--- config.mk ---
export PLATFORM = sky130hd
export DESIGN_NAME = apb_slave_mem_flat
export DESIGN_NICKNAME = d
export VERILOG_FILES = /design/src/rtl/apb_slave_mem_pkg.sv /design/src/rtl/apb_slave_mem_if.sv /design/src/rtl/apb_slave_mem_bank.sv /design/src/rtl/apb_slave_mem.sv /design/src/flat_wrapper.sv
export SDC_FILE = /design/constraint.sdc
export NUM_CORES = 1
export LEC_CHECK = 0
export BUFFER_PORTS_ARGS = -buffer_cell sky130_fd_sc_hd__buf_2
export CAP_MARGIN = 10
export CORE_MARGIN = 2
export CORE_UTILIZATION = 40
export CTS_CLUSTER_SIZE = 40
export DETAILED_ROUTE_END_ITERATION = 8
export GPL_TIMING_DRIVEN = 0
export PLACE_DENSITY_LB_ADDON = 0.05
export SETUP_SLACK_MARGIN = 0.4
export SKIP_LAST_GASP = 1
export SLEW_MARGIN = 20
export SYNTH_ARGS = -nofsm -noshare
export SYNTH_HDL_FRONTEND = slang
export SYNTH_SLANG_ARGS = --single-unit
export TNS_END_PERCENT = 20
--- constraint.sdc ---
create_clock -name clk -period 6.9 [get_ports clk]
set_input_delay 2.07 -clock clk [delete_from_list [all_inputs] [get_ports clk]]
set_output_delay 2.07 -clock clk [all_outputs]
set_load 0.005 [all_outputs]
--- src/rtl/apb_slave_mem_pkg.sv ---
// Shared types and constants for the APB memory-mapped slave.
// Request fields are sized for the widest supported bus; users slice them down.
package apb_pkg;

    typedef enum logic {
        IDLE   = 1'b0,
        ACCESS = 1'b1
    } apb_state_e;

    localparam logic APB_RESP_OKAY = 1'b0;
    localparam logic APB_RESP_ERR  = 1'b1;

    localparam int MAX_ADDR_W = 32;
    localparam int MAX_DATA_W = 64;

    typedef struct packed {
        logic [MAX_ADDR_W-1:0]   addr;
        logic                    write;
        logic [MAX_DATA_W-1:0]   wdata;
        logic [MAX_DATA_W/8-1:0] strb;
    } apb_req_t;

endpackage

--- src/rtl/apb_slave_mem_if.sv ---
// APB4 completer-side bus bundle.
// Handshake: a transfer completes on the rising edge where psel, penable and pready are all high.
interface apb_if #(
    parameter int ADDR_W = 10,
    parameter int DATA_W = 32
);
    logic                psel;
    logic                penable;
    logic [ADDR_W-1:0]   paddr;
    logic                pwrite;
    logic [DATA_W-1:0]   pwdata;
    logic [DATA_W/8-1:0] pstrb;
    logic [DATA_W-1:0]   prdata;
    logic                pready;
    logic                pslverr;

    modport master (
        output psel, penable, paddr, pwrite, pwdata, pstrb,
        input  prdata, pready, pslverr
    );

    modport slave (
        input  psel, penable, paddr, pwrite, pwdata, pstrb,
        output prdata, pready, pslverr
    );
endinterface

--- src/rtl/apb_slave_mem_bank.sv ---
// DEPTH x DATA_W storage with asynchronous clear, byte-lane writes and a combinational read port.
// The caller guarantees widx/ridx are in range when they matter.
module apb_mem_bank #(
    parameter int DATA_W = 32,
    parameter int DEPTH  = 16,
    parameter int IDX_W  = 4
) (
    input  logic                clk,
    input  logic                reset_n,
    input  logic                we,
    input  logic [IDX_W-1:0]    widx,
    input  logic [DATA_W/8-1:0] wstrb,
    input  logic [DATA_W-1:0]   wdata,
    input  logic [IDX_W-1:0]    ridx,
    output logic [DATA_W-1:0]   rdata
);
    localparam int LANES = DATA_W / 8;

    logic [DATA_W-1:0] bit_we;
    logic [DATA_W-1:0] words [DEPTH];

    for (genvar b = 0; b < LANES; b++) begin : g_lane
        assign bit_we[8*b +: 8] = {8{wstrb[b]}};
    end

    // One register per word keeps every index a constant.
    for (genvar w = 0; w < DEPTH; w++) begin : g_word
        logic [DATA_W-1:0] word_q;

        always_ff @(posedge clk or negedge reset_n) begin
            if (!reset_n) begin
                word_q <= '0;
            end else if (we && (widx == IDX_W'(w))) begin
                word_q <= (word_q & ~bit_we) | (wdata & bit_we);
            end
        end

        assign words[w] = word_q;
    end

    assign rdata = words[ridx];

endmodule

--- src/rtl/apb_slave_mem.sv ---
// APB4 memory slave: two-state transfer FSM with programmable wait states,
// address decode with PSLVERR for out-of-range, misaligned and read-only writes.
module apb_slave_mem
    import apb_pkg::*;
#(
    parameter int DATA_W      = 32,
    parameter int ADDR_W      = 10,
    parameter int DEPTH       = 16,
    parameter int WAIT_STATES = 0,
    parameter int RO_WORDS    = 0
) (
    input  logic       clk,
    input  logic       reset_n,
    apb_if.slave       bus,
    output apb_state_e state
);
    localparam int LANES  = DATA_W / 8;
    localparam int OFF_SH = (LANES > 1) ? $clog2(LANES) : 0;
    localparam int IDX_W  = (DEPTH > 1) ? $clog2(DEPTH) : 1;

    if (DATA_W % 8 != 0) begin : g_bad_data_w
        $error("apb_slave_mem: DATA_W must be a multiple of 8");
    end
    if (RO_WORDS > DEPTH) begin : g_bad_ro
        $error("apb_slave_mem: RO_WORDS exceeds DEPTH");
    end
    if (DEPTH * LANES > (1 << ADDR_W)) begin : g_bad_depth
        $error("apb_slave_mem: DEPTH exceeds the address space");
    end
    if (WAIT_STATES < 0 || WAIT_STATES > 15) begin : g_bad_ws
        $error("apb_slave_mem: WAIT_STATES must be 0..15");
    end

    apb_state_e state_q, state_d;
    logic [3:0] cnt_q, cnt_d;
    apb_req_t   req_q, req_d;
    logic       pready;

    logic [ADDR_W-1:0] addr;
    logic [ADDR_W-1:0] idx_full;
    logic              misalign;
    logic              out_of_range;
    logic              ro_hit;
    logic              err;
    logic              mem_we;
    logic [DATA_W-1:0] mem_rdata;
    logic              unused_req;

    always_ff @(posedge clk or negedge reset_n) begin
        if (!reset_n) begin
            state_q <= IDLE;
            cnt_q   <= '0;
            req_q   <= '0;
        end else begin
            state_q <= state_d;
            cnt_q   <= cnt_d;
            req_q   <= req_d;
        end
    end

    always_comb begin
        state_d = state_q;
        cnt_d   = cnt_q;
        req_d   = req_q;
        pready  = 1'b0;
        case (state_q)
            IDLE: begin
                if (bus.psel && !bus.penable) begin
                    state_d     = ACCESS;
                    cnt_d       = 4'(WAIT_STATES);
                    req_d.addr  = MAX_ADDR_W'(bus.paddr);
                    req_d.write = bus.pwrite;
                    req_d.wdata = MAX_DATA_W'(bus.pwdata);
                    req_d.strb  = (MAX_DATA_W/8)'(bus.pstrb);
                end
            end
            ACCESS: begin
                // Dropping psel mid-transfer abandons it without touching memory.
                if (!bus.psel) begin
                    state_d = IDLE;
                end else if (cnt_q != 4'd0) begin
                    cnt_d = cnt_q - 4'd1;
                end else begin
                    pready  = 1'b1;
                    state_d = IDLE;
                end
            end
            default: state_d = IDLE;
        endcase
    end

    assign addr         = req_q.addr[ADDR_W-1:0];
    assign idx_full     = addr >> OFF_SH;
    assign misalign     = (addr & ADDR_W'(LANES - 1)) != '0;
    assign out_of_range = idx_full >= ADDR_W'(DEPTH);

    if (RO_WORDS > 0) begin : g_ro
        assign ro_hit = req_q.write && (idx_full < ADDR_W'(RO_WORDS));
    end else begin : g_no_ro
        assign ro_hit = 1'b0;
    end

    assign err    = out_of_range || misalign || ro_hit;
    assign mem_we = pready && req_q.write && !err;

    apb_mem_bank #(
        .DATA_W (DATA_W),
        .DEPTH  (DEPTH),
        .IDX_W  (IDX_W)
    ) u_bank (
        .clk     (clk),
        .reset_n (reset_n),
        .we      (mem_we),
        .widx    (idx_full[IDX_W-1:0]),
        .wstrb   (req_q.strb[LANES-1:0]),
        .wdata   (req_q.wdata[DATA_W-1:0]),
        .ridx    (idx_full[IDX_W-1:0]),
        .rdata   (mem_rdata)
    );

    assign bus.pready  = pready;
    assign bus.pslverr = (pready && err) ? APB_RESP_ERR : APB_RESP_OKAY;
    assign bus.prdata  = (pready && !req_q.write && !err) ? mem_rdata : '0;
    assign state       = state_q;

    // Upper request bits exist only for the widest configuration.
    assign unused_req = ^req_q;

    a_err_needs_ready: assert property (@(posedge clk) disable iff (!reset_n)
        bus.pslverr |-> bus.pready);
    a_setup_then_enable: assert property (@(posedge clk) disable iff (!reset_n)
        (bus.psel && !bus.penable) |=> bus.penable);
    a_hold_while_waiting: assert property (@(posedge clk) disable iff (!reset_n)
        (state_q == ACCESS && !pready && bus.psel) |=> (!bus.psel || bus.penable));

endmodule

--- src/flat_wrapper.sv ---
// flat-port wrapper written by rule: the top's interface ports become plain ports
module apb_slave_mem_flat import apb_pkg::*;
#(
    parameter int DATA_W      = 32,
    parameter int ADDR_W      = 10,
    parameter int DEPTH       = 16,
    parameter int WAIT_STATES = 0,
    parameter int RO_WORDS    = 0
)
  (clk, reset_n, state, bus_psel, bus_penable, bus_paddr, bus_pwrite, bus_pwdata, bus_pstrb, bus_prdata, bus_pready, bus_pslverr);
  apb_if #(.ADDR_W(ADDR_W), .DATA_W(DATA_W)) bus_i ();
  input  logic clk;
  input  logic reset_n;
  output apb_state_e state;
  input wire logic [$bits(bus_i.psel)-1:0] bus_psel;
  input wire logic [$bits(bus_i.penable)-1:0] bus_penable;
  input wire logic [$bits(bus_i.paddr)-1:0] bus_paddr;
  input wire logic [$bits(bus_i.pwrite)-1:0] bus_pwrite;
  input wire logic [$bits(bus_i.pwdata)-1:0] bus_pwdata;
  input wire logic [$bits(bus_i.pstrb)-1:0] bus_pstrb;
  output wire logic [$bits(bus_i.prdata)-1:0] bus_prdata;
  output wire logic [$bits(bus_i.pready)-1:0] bus_pready;
  output wire logic [$bits(bus_i.pslverr)-1:0] bus_pslverr;
  assign bus_i.psel = bus_psel;
  assign bus_i.penable = bus_penable;
  assign bus_i.paddr = bus_paddr;
  assign bus_i.pwrite = bus_pwrite;
  assign bus_i.pwdata = bus_pwdata;
  assign bus_i.pstrb = bus_pstrb;
  assign bus_prdata = bus_i.prdata;
  assign bus_pready = bus_i.pready;
  assign bus_pslverr = bus_i.pslverr;
  apb_slave_mem #(.DATA_W(DATA_W), .ADDR_W(ADDR_W), .DEPTH(DEPTH), .WAIT_STATES(WAIT_STATES), .RO_WORDS(RO_WORDS)) u_core (.clk(clk), .reset_n(reset_n), .bus(bus_i), .state(state));
endmodule
**Word level (Yosys, flattened, before mapping)**

Index checks and enable logic that the tools add are counted.

- Logic and storage cells: 126
- Bits in registers: 564
- Output and inout bits: 35
- Bits of input ports: 51

- Add/subtract/negate cells: 1
- Reduce and logical (&&, ||, !) cells: 31
- Muxes and demuxes: 16
- Bitwise operators: 36
- Order comparisons: 2
- Equality and inequality tests: 18

Operators by type and width:

| cell | count |
|---|---|
| $and A32 B32 Y32 | 17 |
| $or A32 B32 Y32 | 16 |
| $bmux W32 S4 | 1 |
| $mux W32 | 3 |
| $eq A4 B4 Y1 const B | 8 |
| $not A32 Y32 | 1 |
| $logic_and A1 B1 Y1 | 22 |
| $eq A4 B3 Y1 const B | 4 |
| $mux W4 | 3 |
| $reduce_bool A10 Y1 | 1 |
| $eq A4 B2 Y1 const B | 2 |
| $ge A8 B5 Y1 const B | 1 |
| $pmux W4 S2 | 1 |
| $mux W1 | 7 |
| $ge A5 B5 Y1 const B | 1 |
| $not A4 Y5 | 1 |
| $eq A4 B1 Y1 const B | 1 |
| $logic_not A4 Y1 | 1 |
| $ne A2 B2 Y1 const B | 2 |
| $reduce_bool A4 Y1 | 1 |
| $sub A4 B1 Y4 const B | 1 |
| $logic_not A1 Y1 | 3 |
| $reduce_and A3 Y1 | 1 |
| $ne A2 B1 Y1 const B | 1 |
| other kinds (4) | 4 |

**Logic depth before layout (Yosys ltp)**

- Depth in word-level cells: 7
- Gate-level depth with buffers: 9

**Modules after synthesis**

Synthesis repeated with hierarchy kept, for this count alone.

- Cell total of the unflattened synthesis: 1712
- Area total of the unflattened synthesis: 25669.6 µm²

Modules (own cells, without submodules):

| module | cells each | instances | area an instance (µm²) |
|---|---|---|---|
| apb_mem_bank | 1438 | 1 | 23145.9 |
| apb_slave_mem | 274 | 1 | 2523.7 |

**Least setup slack after synthesis**

No wires, ideal clock.

- Path kind: input-to-output
- Start: input bus_psel
- End: output bus_prdata[10]
- Stages: 5
- Arrival: 3199 ps
- Setup slack: 1631 ps
- Cell sequence: nand2_1 > nor4_1 > nand2b_1 > clkbuf_1 > a2111oi_0

- Word-level cells in the longest chain between the ends: 5

RTL lines:

| what | RTL line | source |
|---|---|---|
| start, declared | flat_wrapper.sv:15 | `input wire logic [$bits(bus_i.psel)-1:0] bus_psel;` |
| $mux W1 | apb_slave_mem.sv:79 | `if (!bus.psel) begin` |
| $mux W1 | apb_slave_mem.sv:66 | `case (state_q)` |
| $logic_and A1 B1 Y1 (2 in a row) | apb_slave_mem.sv:123 | `assign bus.prdata = (pready && !req_q.write && !err) ? mem_rdata : '0;` |
| $mux W32 | apb_slave_mem.sv:123 |  |
| end, declared | flat_wrapper.sv:21 | `output wire logic [$bits(bus_i.prdata)-1:0] bus_prdata;` |

No other way between the ends.

**Worst setup path in the final report**

- Start: input bus_psel
- End: output bus_prdata[8]

Same word-level chain as after synthesis.

==> results.toml <==
[grt]
grt_overflow = 0
gr-usage-all-layers = 0.233
grt_max_degree = 100
antenna_found_initial = 0
grt_pass1_vias = 16500
grt_pass1_wl_um = 113000

[clock_network]
postCtsSetupRepairBufs = 0
root_buffer = "clkbuf_16"
cts_tree = "done"
insertion_delay_ns = 0.60
cts-buffers-inserted = 66
clkSinkCount = 564
clock_path_buffers = 3
clk_pin_slew_worst_paths_ns = 0.06
htreeDepth = 3

[floorplanning]
die_w_um = 258
die_area_sq_um = 66700
core_area_sq_um = 64200
die_h_um = 258
start_util = 0.403
ios = 86
fp-row-count = 93

[logic_synthesis]
ys_ff_latch = 564
synth_edf_count = 0
ys_top_cells_by_count = "dfrtp_1, mux2_2, mux4_2, mux2i_1, clkbuf_1"
avgSynthCellArea_sq_um = 15.7
yosys_warnings = 0
syn_area_sq_um = 25900
synth-main-ff-cell = "dfrtp_1"
synth.top_cells.by_area = "dfrtp_1, mux2_2, mux4_2"
yosysTopAreaCellShare = 0.545
syn_inst = 1648
ys_seq_area_frac = 0.545
synth_cell_type_count = 39
synth_nets = 1701
synth.most_common_cell = "dfrtp_1"
synth_top_area_cell = "dfrtp_1"
async_reset_ff_frac = 1.00

[timing]
slew_violations = 0
relSlewSlack = 0.227
fmax_ghz = 0.155
worst_slew_pin_slew_ns = 1.16
finalCritPeriodShare = 0.937
period_needed_ns = 6.47
fin_skew_ns = 0.0230
hold_slack_ns = 0.496
rsz0062_at_grt = "yes"
setup_viol = 0
setup_tns_ns = 0
hold_violations = 0

[route]
drtIter0Drc = 861
num_vias = 15200
route.detailed.drc = 0
drt-total-wl_um = 76000
ant_nets = 0
vias_per_cell = 5.62
detail_route.first_pass.iterations = 5
wl_per_cell_um = 28.1

[worst_setup_path]
worstSetupStartpointType = "input pin"
cp_max_fo = 10
arrival_ns = 4.40
critical_path_required_ns = 4.83
worstSetupPathType = "input pin to output pin"
endpoint_kind = "output pin"

[placed_design]
routabilityCongestion = 0.790
post-dp-hpwl_um = 48300
placed_area_sq_um = 27600
io_buffers = 85

[final_layout]
finish.net_count = 1860
seqCellArea_sq_um = 14100
diodes = 0
multi_input_area_sq_um = 11400
fillers = 5716
area_growth_pct = 15.2
drive_gt1_frac = 0.505
design_area_sq_um = 29800

[power]
power.density_nw_per_um2 = 292
peakVddDrop_v = 0.000177
leakagePower_nw = 14.5

[hold_path]
min_path_type = "register to register"

[outcome]
status = "finished clean"

[flow_run]
maxCapViolations = 0
[worst max-delay path: stages]
cell	delay (ns)
buf_2	0.13
nand2_1	0.13
nor4_4	0.41
nand2b_1	0.33
clkbuf_2	0.45
a2111oi_1	0.64
buf_2	0.23
[power breakdown]
group	internal (W)	total, W	switching [W]
logic	0.000490	0.00162	0.00113
registers	0.00341	0.00357	0.000163
clock network	0.00213	0.00351	0.00138
[kinds of logic after synthesis]
logic type,after synthesis,synth area share
AO/OA/AOI/OAI,70,0.0229
XOR/XNOR,2,0.000677
AND/OR/NAND/NOR,153,0.0493
adder cells (fa/ha/maj),2,0.000967
multiplexers,749,0.363
flip-flops,564,0.545
buffers and inverters,108,0.0176
[final cells by class]
type / instances / share of cell area
buffer: 105 / 0.0159
multi-input combinational: 976 / 0.382
clock buffer: 94 / 0.0634
sequential: 564 / 0.474
clock inverter: 19 / 0.00869
inverter: 3 / 0.000378
tap: 855 / 0.0359
timing repair buffer: 91 / 0.0202
[path summary, 6_finish.rpt]
path,endpoint,slack [ns],start,depth (start not counted)
setup / recovery,bus_prdata[8],0.43,bus_psel,7
hold / removal,u_core.addr[0]$_DFFE_PN0P_,0.50,u_core.addr[0]$_DFFE_PN0P_,1
setup reg to reg,register,3.39,u_core.addr[2]$_DFFE_PN0P_,5
hold reg to reg,u_core.addr[0]$_DFFE_PN0P_,0.50,u_core.addr[0]$_DFFE_PN0P_,1
max in group asynchronous,u_core.req_q[12]$_DFFE_PN0P_,4.18,reset_n,3
min in group asynchronous,asynchronous set/reset pin,1.38,reset_n,1
[layer usage]
layer | vias up | wire (um) | track usage
li1 | 6535 | - | -
met1 | 8297 | 34200 | 0.322
met2 | 285 | 37300 | 0.387
met3 | 98 | 2700 | 0.0320
met4 | 0 | 1810 | 0.0694
met5 | - | 0 | 0
[repair_timing]
item / in CTS / in global routing
setup endpoints to repair: 32 / 2
resized for setup: 30 / 1
pin swaps: 0 / 0
hold buffers: 0 / 0
[through the flow]
stage,util,setup slack (ns),power (W),cells
5_1_grt,0.464,0.332,0.00906,2707
6_report,0.464,0.433,0.00870,2707
4_1_cts,0.464,0.467,0.00882,2707
3_3_place_gp,0.426,-8.06,0.00522,2588
3_5_place_dp,0.429,-0.568,0.00525,2594
2_1_floorplan,-,1.63,0.00451,1648
[cell usage in the layout, fill, tap and decap left out, drive strengths merged, types with 6 or more instances in the layout]
cell type / count
clkbuf: 167
mux4: 96
clkinv: 10
nand4: 6
nor2: 41
mux2i: 95
nand3: 30
a2111oi: 30
dfrtp: 564
nand2: 10
bufinv: 6
nor3: 41
a22o: 30
mux2: 558
buf: 123
Note: power is estimated with default switching activity, not from simulation.
